[config.mk]
export PLATFORM = sky130hd
export DESIGN_NAME = puf_response_sequencer
export DESIGN_NICKNAME = d
export VERILOG_FILES = /design/src/rtl/puf_pkg.sv /design/src/rtl/puf_watchdog.sv /design/src/rtl/puf_response_sequencer.sv
export SDC_FILE = /design/constraint.sdc
export NUM_CORES = 1
export LEC_CHECK = 0
export CORE_MARGIN = 2
export CORE_UTILIZATION = 55
export CTS_CLUSTER_DIAMETER = 200
export DETAILED_ROUTE_END_ITERATION = 16
export GPL_ROUTABILITY_DRIVEN = 0
export HOLD_SLACK_MARGIN = 0.02
export PLACE_DENSITY_LB_ADDON = 0.25
export SYNTH_ARGS = -nofsm -noshare
export SYNTH_HDL_FRONTEND = slang
export SYNTH_HIERARCHICAL = 1
export SYNTH_SLANG_ARGS = --single-unit
[constraint.sdc]
create_clock -name clk -period 3.7 [get_ports clk]
set_clock_uncertainty 0.15 [all_clocks]
set_input_delay 0.925 -clock clk [delete_from_list [all_inputs] [get_ports clk]]
set_output_delay 0.925 -clock clk [all_outputs]
set_load 0.01 [all_outputs]
[src/rtl/puf_pkg.sv]
// Shared definitions for the RO PUF challenge side: state encoding, challenge
// layout and sizing constants used by the sequencer, the PUF top and the bench.
package puf_pkg;

    localparam int unsigned CHAL_W       = 10;
    localparam int unsigned RO_IDX_W     = 4;
    localparam int unsigned CFG_W        = 6;
    localparam int unsigned MAX_RO_IDX   = 8;
    localparam int unsigned CLEAR_CYCLES = 2;
    localparam int unsigned STATE_W      = 3;

    typedef enum logic [STATE_W-1:0] {
        ST_IDLE    = 3'd0,
        ST_CLEAR   = 3'd1,
        ST_RUN     = 3'd2,
        ST_CAPTURE = 3'd3,
        ST_DECIDE  = 3'd4,
        ST_DONE    = 3'd5
    } puf_state_e;

    // Challenge word presented to the PUF: RO select on top, configuration below.
    typedef struct packed {
        logic [RO_IDX_W-1:0] ro_idx;
        logic [CFG_W-1:0]    cfg;
    } puf_chal_t;

    // Configuration for bit k; the sum wraps naturally at 2**CFG_W.
    function automatic logic [CFG_W-1:0] cfg_for_bit(input logic [CFG_W-1:0] base,
                                                     input logic [CFG_W-1:0] k);
        return base + k;
    endfunction

endpackage

[src/rtl/puf_watchdog.sv]
// Run-phase watchdog: counts enabled cycles and flags once TIMEOUT is reached.
module puf_watchdog
#(
    parameter int unsigned TIMEOUT = 600_000
) (
    input  logic clk,
    input  logic rst_n,
    input  logic clear,
    input  logic en,
    output logic expired
);

    localparam int unsigned CNT_W = (TIMEOUT > 1) ? $clog2(TIMEOUT + 1) : 1;
    localparam logic [CNT_W-1:0] CNT_LAST = CNT_W'(TIMEOUT - 1);

    logic [CNT_W-1:0] cnt_q;

    // Counter stops once expired so the flag stays up until cleared.
    always_ff @(posedge clk) begin
        if (!rst_n) begin
            cnt_q   <= '0;
            expired <= 1'b0;
        end else if (clear) begin
            cnt_q   <= '0;
            expired <= 1'b0;
        end else if (en && !expired) begin
            cnt_q <= cnt_q + CNT_W'(1);
            if (cnt_q == CNT_LAST) begin
                expired <= 1'b1;
            end
        end
    end

endmodule

[src/rtl/puf_response_sequencer.sv]
// Challenge-side controller for the RO PUF: measures an A/B ring pair per bit
// and builds a RESP_BITS-wide response from the count comparisons.
module puf_response_sequencer
    import puf_pkg::*;
#(
    parameter int unsigned RESP_BITS = 8,
    parameter int unsigned COUNT_W   = 32,
    parameter int unsigned TIMEOUT   = 600_000
) (
    input  logic                 clk,
    input  logic                 rst_n,
    input  logic                 start,
    input  logic [RO_IDX_W-1:0]  ro_a,
    input  logic [RO_IDX_W-1:0]  ro_b,
    input  logic [CFG_W-1:0]     cfg_base,
    output logic [CHAL_W-1:0]    puf_challenge,
    output logic                 puf_en,
    input  logic [COUNT_W-1:0]   puf_count,
    input  logic                 puf_completed,
    output logic                 busy,
    output logic                 done,
    output logic                 err,
    output logic [RESP_BITS-1:0] response
);

    localparam int unsigned K_W   = (RESP_BITS > 1) ? $clog2(RESP_BITS) : 1;
    localparam int unsigned CLR_W = (CLEAR_CYCLES > 1) ? $clog2(CLEAR_CYCLES) : 1;

    localparam logic [K_W-1:0]   K_LAST   = K_W'(RESP_BITS - 1);
    localparam logic [CLR_W-1:0] CLR_LAST = CLR_W'(CLEAR_CYCLES - 1);

    localparam logic [STATE_W-1:0] S_IDLE    = ST_IDLE;
    localparam logic [STATE_W-1:0] S_CLEAR   = ST_CLEAR;
    localparam logic [STATE_W-1:0] S_RUN     = ST_RUN;
    localparam logic [STATE_W-1:0] S_CAPTURE = ST_CAPTURE;
    localparam logic [STATE_W-1:0] S_DECIDE  = ST_DECIDE;
    localparam logic [STATE_W-1:0] S_DONE    = ST_DONE;

    logic [STATE_W-1:0]   state_q, state_n;
    logic                 phase_q, phase_n;
    logic [K_W-1:0]       k_q, k_n;
    logic [CLR_W-1:0]     clr_q, clr_n;
    logic [RO_IDX_W-1:0]  ro_a_q, ro_a_n;
    logic [RO_IDX_W-1:0]  ro_b_q, ro_b_n;
    logic [CFG_W-1:0]     cfg_q, cfg_n;
    logic [COUNT_W-1:0]   cnt_a_q, cnt_a_n;
    logic [COUNT_W-1:0]   cnt_b_q, cnt_b_n;
    logic [RESP_BITS-1:0] resp_n;
    logic                 err_n;
    logic [CHAL_W-1:0]    chal_n;
    puf_chal_t            chal_c;

    logic params_bad_c;
    logic wd_clear_c;
    logic wd_en_c;
    logic wd_expired;

    assign params_bad_c = (ro_a > RO_IDX_W'(MAX_RO_IDX)) ||
                          (ro_b > RO_IDX_W'(MAX_RO_IDX)) ||
                          (ro_a == ro_b);

    assign wd_en_c    = (state_q == S_RUN);
    assign wd_clear_c = (state_q != S_RUN);

    puf_watchdog #(
        .TIMEOUT (TIMEOUT)
    ) u_watchdog (
        .clk     (clk),
        .rst_n   (rst_n),
        .clear   (wd_clear_c),
        .en      (wd_en_c),
        .expired (wd_expired)
    );

    // Next-state and next-value logic for the sequencer.
    always_comb begin
        state_n = state_q;
        phase_n = phase_q;
        k_n     = k_q;
        clr_n   = clr_q;
        ro_a_n  = ro_a_q;
        ro_b_n  = ro_b_q;
        cfg_n   = cfg_q;
        cnt_a_n = cnt_a_q;
        cnt_b_n = cnt_b_q;
        resp_n  = response;
        err_n   = err;

        case (state_q)
            S_IDLE: begin
                if (start) begin
                    ro_a_n  = ro_a;
                    ro_b_n  = ro_b;
                    cfg_n   = cfg_base;
                    resp_n  = '0;
                    err_n   = 1'b0;
                    k_n     = '0;
                    phase_n = 1'b0;
                    clr_n   = '0;
                    if (params_bad_c) begin
                        err_n   = 1'b1;
                        state_n = S_DONE;
                    end else begin
                        state_n = S_CLEAR;
                    end
                end
            end
            S_CLEAR: begin
                if (clr_q == CLR_LAST) begin
                    state_n = S_RUN;
                end else begin
                    clr_n = clr_q + CLR_W'(1);
                end
            end
            S_RUN: begin
                // A completion in the same cycle as expiry still counts.
                if (puf_completed) begin
                    state_n = S_CAPTURE;
                end else if (wd_expired) begin
                    err_n   = 1'b1;
                    state_n = S_DONE;
                end
            end
            S_CAPTURE: begin
                clr_n = '0;
                if (!phase_q) begin
                    cnt_a_n = puf_count;
                    phase_n = 1'b1;
                    state_n = S_CLEAR;
                end else begin
                    cnt_b_n = puf_count;
                    state_n = S_DECIDE;
                end
            end
            S_DECIDE: begin
                resp_n[k_q] = (cnt_a_q > cnt_b_q);
                if (k_q == K_LAST) begin
                    state_n = S_DONE;
                end else begin
                    k_n     = k_q + K_W'(1);
                    phase_n = 1'b0;
                    clr_n   = '0;
                    state_n = S_CLEAR;
                end
            end
            S_DONE: begin
                state_n = S_IDLE;
            end
            default: begin
                state_n = S_IDLE;
            end
        endcase

        // Challenge is loaded on entry to CLEAR and held through CAPTURE.
        chal_c.ro_idx = phase_n ? ro_b_n : ro_a_n;
        chal_c.cfg    = cfg_for_bit(cfg_n, CFG_W'(k_n));
        chal_n        = (state_n == S_CLEAR) ? chal_c : puf_challenge;
    end

    always_ff @(posedge clk) begin
        if (!rst_n) begin
            state_q       <= S_IDLE;
            phase_q       <= 1'b0;
            k_q           <= '0;
            clr_q         <= '0;
            ro_a_q        <= '0;
            ro_b_q        <= '0;
            cfg_q         <= '0;
            cnt_a_q       <= '0;
            cnt_b_q       <= '0;
            response      <= '0;
            err           <= 1'b0;
            done          <= 1'b0;
            busy          <= 1'b0;
            puf_en        <= 1'b0;
            puf_challenge <= '0;
        end else begin
            state_q       <= state_n;
            phase_q       <= phase_n;
            k_q           <= k_n;
            clr_q         <= clr_n;
            ro_a_q        <= ro_a_n;
            ro_b_q        <= ro_b_n;
            cfg_q         <= cfg_n;
            cnt_a_q       <= cnt_a_n;
            cnt_b_q       <= cnt_b_n;
            response      <= resp_n;
            err           <= err_n;
            done          <= (state_q == S_DONE);
            busy          <= (state_n != S_IDLE);
            puf_en        <= (state_n == S_RUN);
            puf_challenge <= chal_n;
        end
    end

endmodule
==> metrics.md <==
| Metric | Value |
|---|---|
| GR Util met3 | 7.35% |
| Simple logic cell fraction of the synthesized area | 23.2% |
| Largest net degree at the start of global routing | 69 |
| Clock root buffer | clkbuf_16 |
| GR Util met1 | 29.2% |
| Main combinational cell family by area after synthesis | simple AND/OR/NAND/NOR gates |
| Setup violators final | 0 |
| Deepest clock path buffer count | 2 |
| DP HPWL | 9920 um |
| Post-Synth Adder-Cell Area | 7.55% |
| Final slew viol count | 0 |
| Clock sink count | 129 |
| Fin crit share | 85.0% |
| Number of global-route vias before repair | 5,467 |
| WP data required | 3.91 ns |
| Detailed Route WL | 14,400 um |
| DRT Pass-1 Iters | 5 |
| Compound-cell area share of the yosys netlist | 18.6% |
| Core Area | 0.0114 mm^2 |
| Total of flip-flops plus latches after synthesis | 129 |
| Post-synth top flop | dfxtp_1 |
| # rows | 39 |
| Worst skew pair latency | 0.42 ns |
| Worst vdd ir | 0.000410 V |
| Slew Limit Headroom | 49.4% |
| Leak Pwr | 2.90 nW |
| Kind of end point of the critical path | register |
| Ys async rst share | 0% |
| Share of the synthesized area in the top cell type | 40.4% |
| ANT nets after route | 0 |
| Final hold viol count | 0 |
| Synth area leaders | dfxtp_1 40%, nand2_1 11%, a21boi_0 8.6%, ha_1 7.2%, a21oi_1 2.9% |
| Setup TNS Final | 0 ns |
| Gr usage total | 24.3% |
| Max Cap Viol | 0 |
| Starting density of the core | 56.2% |
| Slew @ Worst Pin | 0.759 ns |
| Via count | 5,415 |
| Critical Path End | puf_challenge[5] |
| Syn nets | 856 |
| TritonCTS Buffers | 17 |
| YS warnings | 6 |
| Worst-path maximum fanout | 7 |
| Antenna cells | 0 |
| Postcts setup bufs | 0 |
| Run status | complete, no violations |
| Synthesized area per cell | 8.33 um^2 |
| CTS tree | built |
| Number of port buffers | 71 |
| Tmin final | 3.14 ns |
| Global-route wire length before repair | 24,700 um |
| Vias per cell | 5.52 |
| Die width | 112 um |
| Hold Crit Class | register to register |
| Met2 global-route usage | 41.5% |
| P per Cell Area | 440 mW/mm^2 |
| Reg2reg start | state_q[1] |
| CP Launch Point | start |
| Avg WL per Cell | 14.7 um |
| Share of cells above drive strength 1 | 6.21% |
| Initial antenna violation count | 0 |
| R2R Path End | puf_challenge[4] |
| Post-CTS sizing | 0 |
| Post-synthesis mux area share | 2.68% |
| Kind of critical path | input port to register |
| Final core occ | 68.0% |
| Layout area overhead | 20.8% |
| First DRT Iteration DRCs | 309 |
| Chip height | 112 um |
| Die Area | 0.0125 mm^2 |
| Most frequent cells in the layout | 189 x nand2_1, 129 x dfxtp_1, 73 x a21boi_0, 70 x clkdlybuf4s50_1, 41 x inv_1 |
| Worst Reg-to-Reg Cells | 14 |
| FMAX | 318 MHz |
| Unique cell type count in the Yosys netlist | 60 |
| Cell accounting for the most synthesized area | dfxtp_1 |
| Number of hold buffers added after cts | 0 |
| Reg2Reg Setup Slack | 0.75 ns |
| Sequential area share after synthesis | 40.4% |
| Post-Syn Area | 0.00639 mm^2 |
| Number of nets in the layout | 913 |
| DR DRC count | 0 |
| Startpoint Class | input port |
| RSZ-0062 raised after global routing | no |
| Fraction of synthesized cell area in xor and xnor cells | 2.05% |
| Max H-tree Level | 4 |
| Cells after synthesis | 768 |
| WP data arrival | 3.35 ns |
| EDFF count, synth | 0 |
| CTS clk-pin slew, worst paths | 0.05 ns |
| Most Crowded Layer GR | met2 |
| IO Count | 72 |
| Grt ovf | 0 |
| Most common cell after layout, fill and taps aside | nand2_1 |
final cells by class:
type	instances	area, um^2
inverter	41	154
multi-input combinational	557	3460
clock inverter	4	45.0
timing repair buffer	79	766
tap	143	179
sequential	129	2580
clock buffer	28	537
fill	933	3640
stage by stage:
step | instances | area, um^2 | power (mW) | hold WS [ns] | setup WS (ns)
5_1_grt | 981 | 7730 | 3.52 | 0.333 | 0.347
3_5_place_dp | 949 | 7140 | 1.79 | 0.299 | 0.150
2_1_floorplan | 768 | 6390 | 1.66 | 0.291 | 0.633
6_report | 981 | 7730 | 3.40 | 0.311 | 0.556
3_3_place_gp | 949 | 7140 | 1.78 | 0.294 | 0.245
4_1_cts | 981 | 7730 | 3.41 | 0.312 | 0.600
state kept, by name, summed over array words and instances, names as in the netlist, 3 cells and up:
name,cells
cnt_a_q,32
cfg_q,6
ro_b_q,4
response,8
puf_challenge,10
state_q,3
cnt_b_q,32
k_q,3
ro_a_q,4
u_watchdog/cnt_q,20
kinds of logic after synthesis:
group | Yosys count
XOR/XNOR | 15
multiplexers | 17
adder cells (fa/ha/maj) | 38
AND/OR/NAND/NOR | 311
flip-flops | 129
AO/OA/AOI/OAI | 176
buffers and inverters | 82
synth_stat cells (3+ instances only):
cell      instances
nand2_1         189
dfxtp_1         129
a21boi_0         73
inv_1            41
a21oi_1          37
ha_1             37
clkbuf_1         34
nor2_1           24
o21ai_0          24
mux2i_1          16
nand4_1          15
nor2b_1          15
nand3_1          13
a21o_1           10
and2_1           10
xor2_1            9
nand2b_1          6
or3_1             6
xnor2_1           6
buf_6             5
o31ai_1           5
or4_1             5
and3_1            4
o21ai_1           4
a211oi_1          3
nand3b_1          3
nor3_1            3
o21a_1            3
worst min path at each step:
stage,start,end,slack [ns],depth (start not counted)
after floorplan,u_watchdog/cnt_q[7],u_watchdog/cnt_q[7],0.29,2
after global placement,response[6],response[6],0.29,2
after detailed placement,puf_challenge[2],puf_challenge[2],0.30,2
after CTS,puf_challenge[0],puf_challenge[0],0.31,2
after global routing,cnt_a_q[0],cnt_a_q[0],0.33,2
final,puf_challenge[0],puf_challenge[0],0.31,2
critical path, stage by stage:
cell and delay [ns]:
clkdlybuf4s50_1 0.60, nor4b_4 0.31, mux2i_1 0.28, inv_1 0.07
ha_1 0.29, a21o_1 0.18, a21oi_1 0.22, a21oi_1 0.09
xnor2_1 0.14, nand4_1 0.13, o21ai_1 0.10
layer usage:
| layer | vias up | wire, um | share of wire (%) |
|---|---|---|---|
| li1 | 2728 | - | - |
| met1 | 2550 | 6520 | 45 |
| met2 | 116 | 7060 | 49 |
| met3 | 21 | 647 | 4.5 |
| met4 | 0 | 207 | 1.4 |
| met5 | - | 0 | 0 |
power by group:
group | switching, mW | internal, mW | leakage, nW | total [mW]
Sequential | 0.0274 | 1.43 | 1.04 | 1.45
Clock | 0.585 | 1.05 | 0.290 | 1.63
Combinational | 0.152 | 0.162 | 1.57 | 0.314
Note: power is estimated with default switching activity, not from simulation.
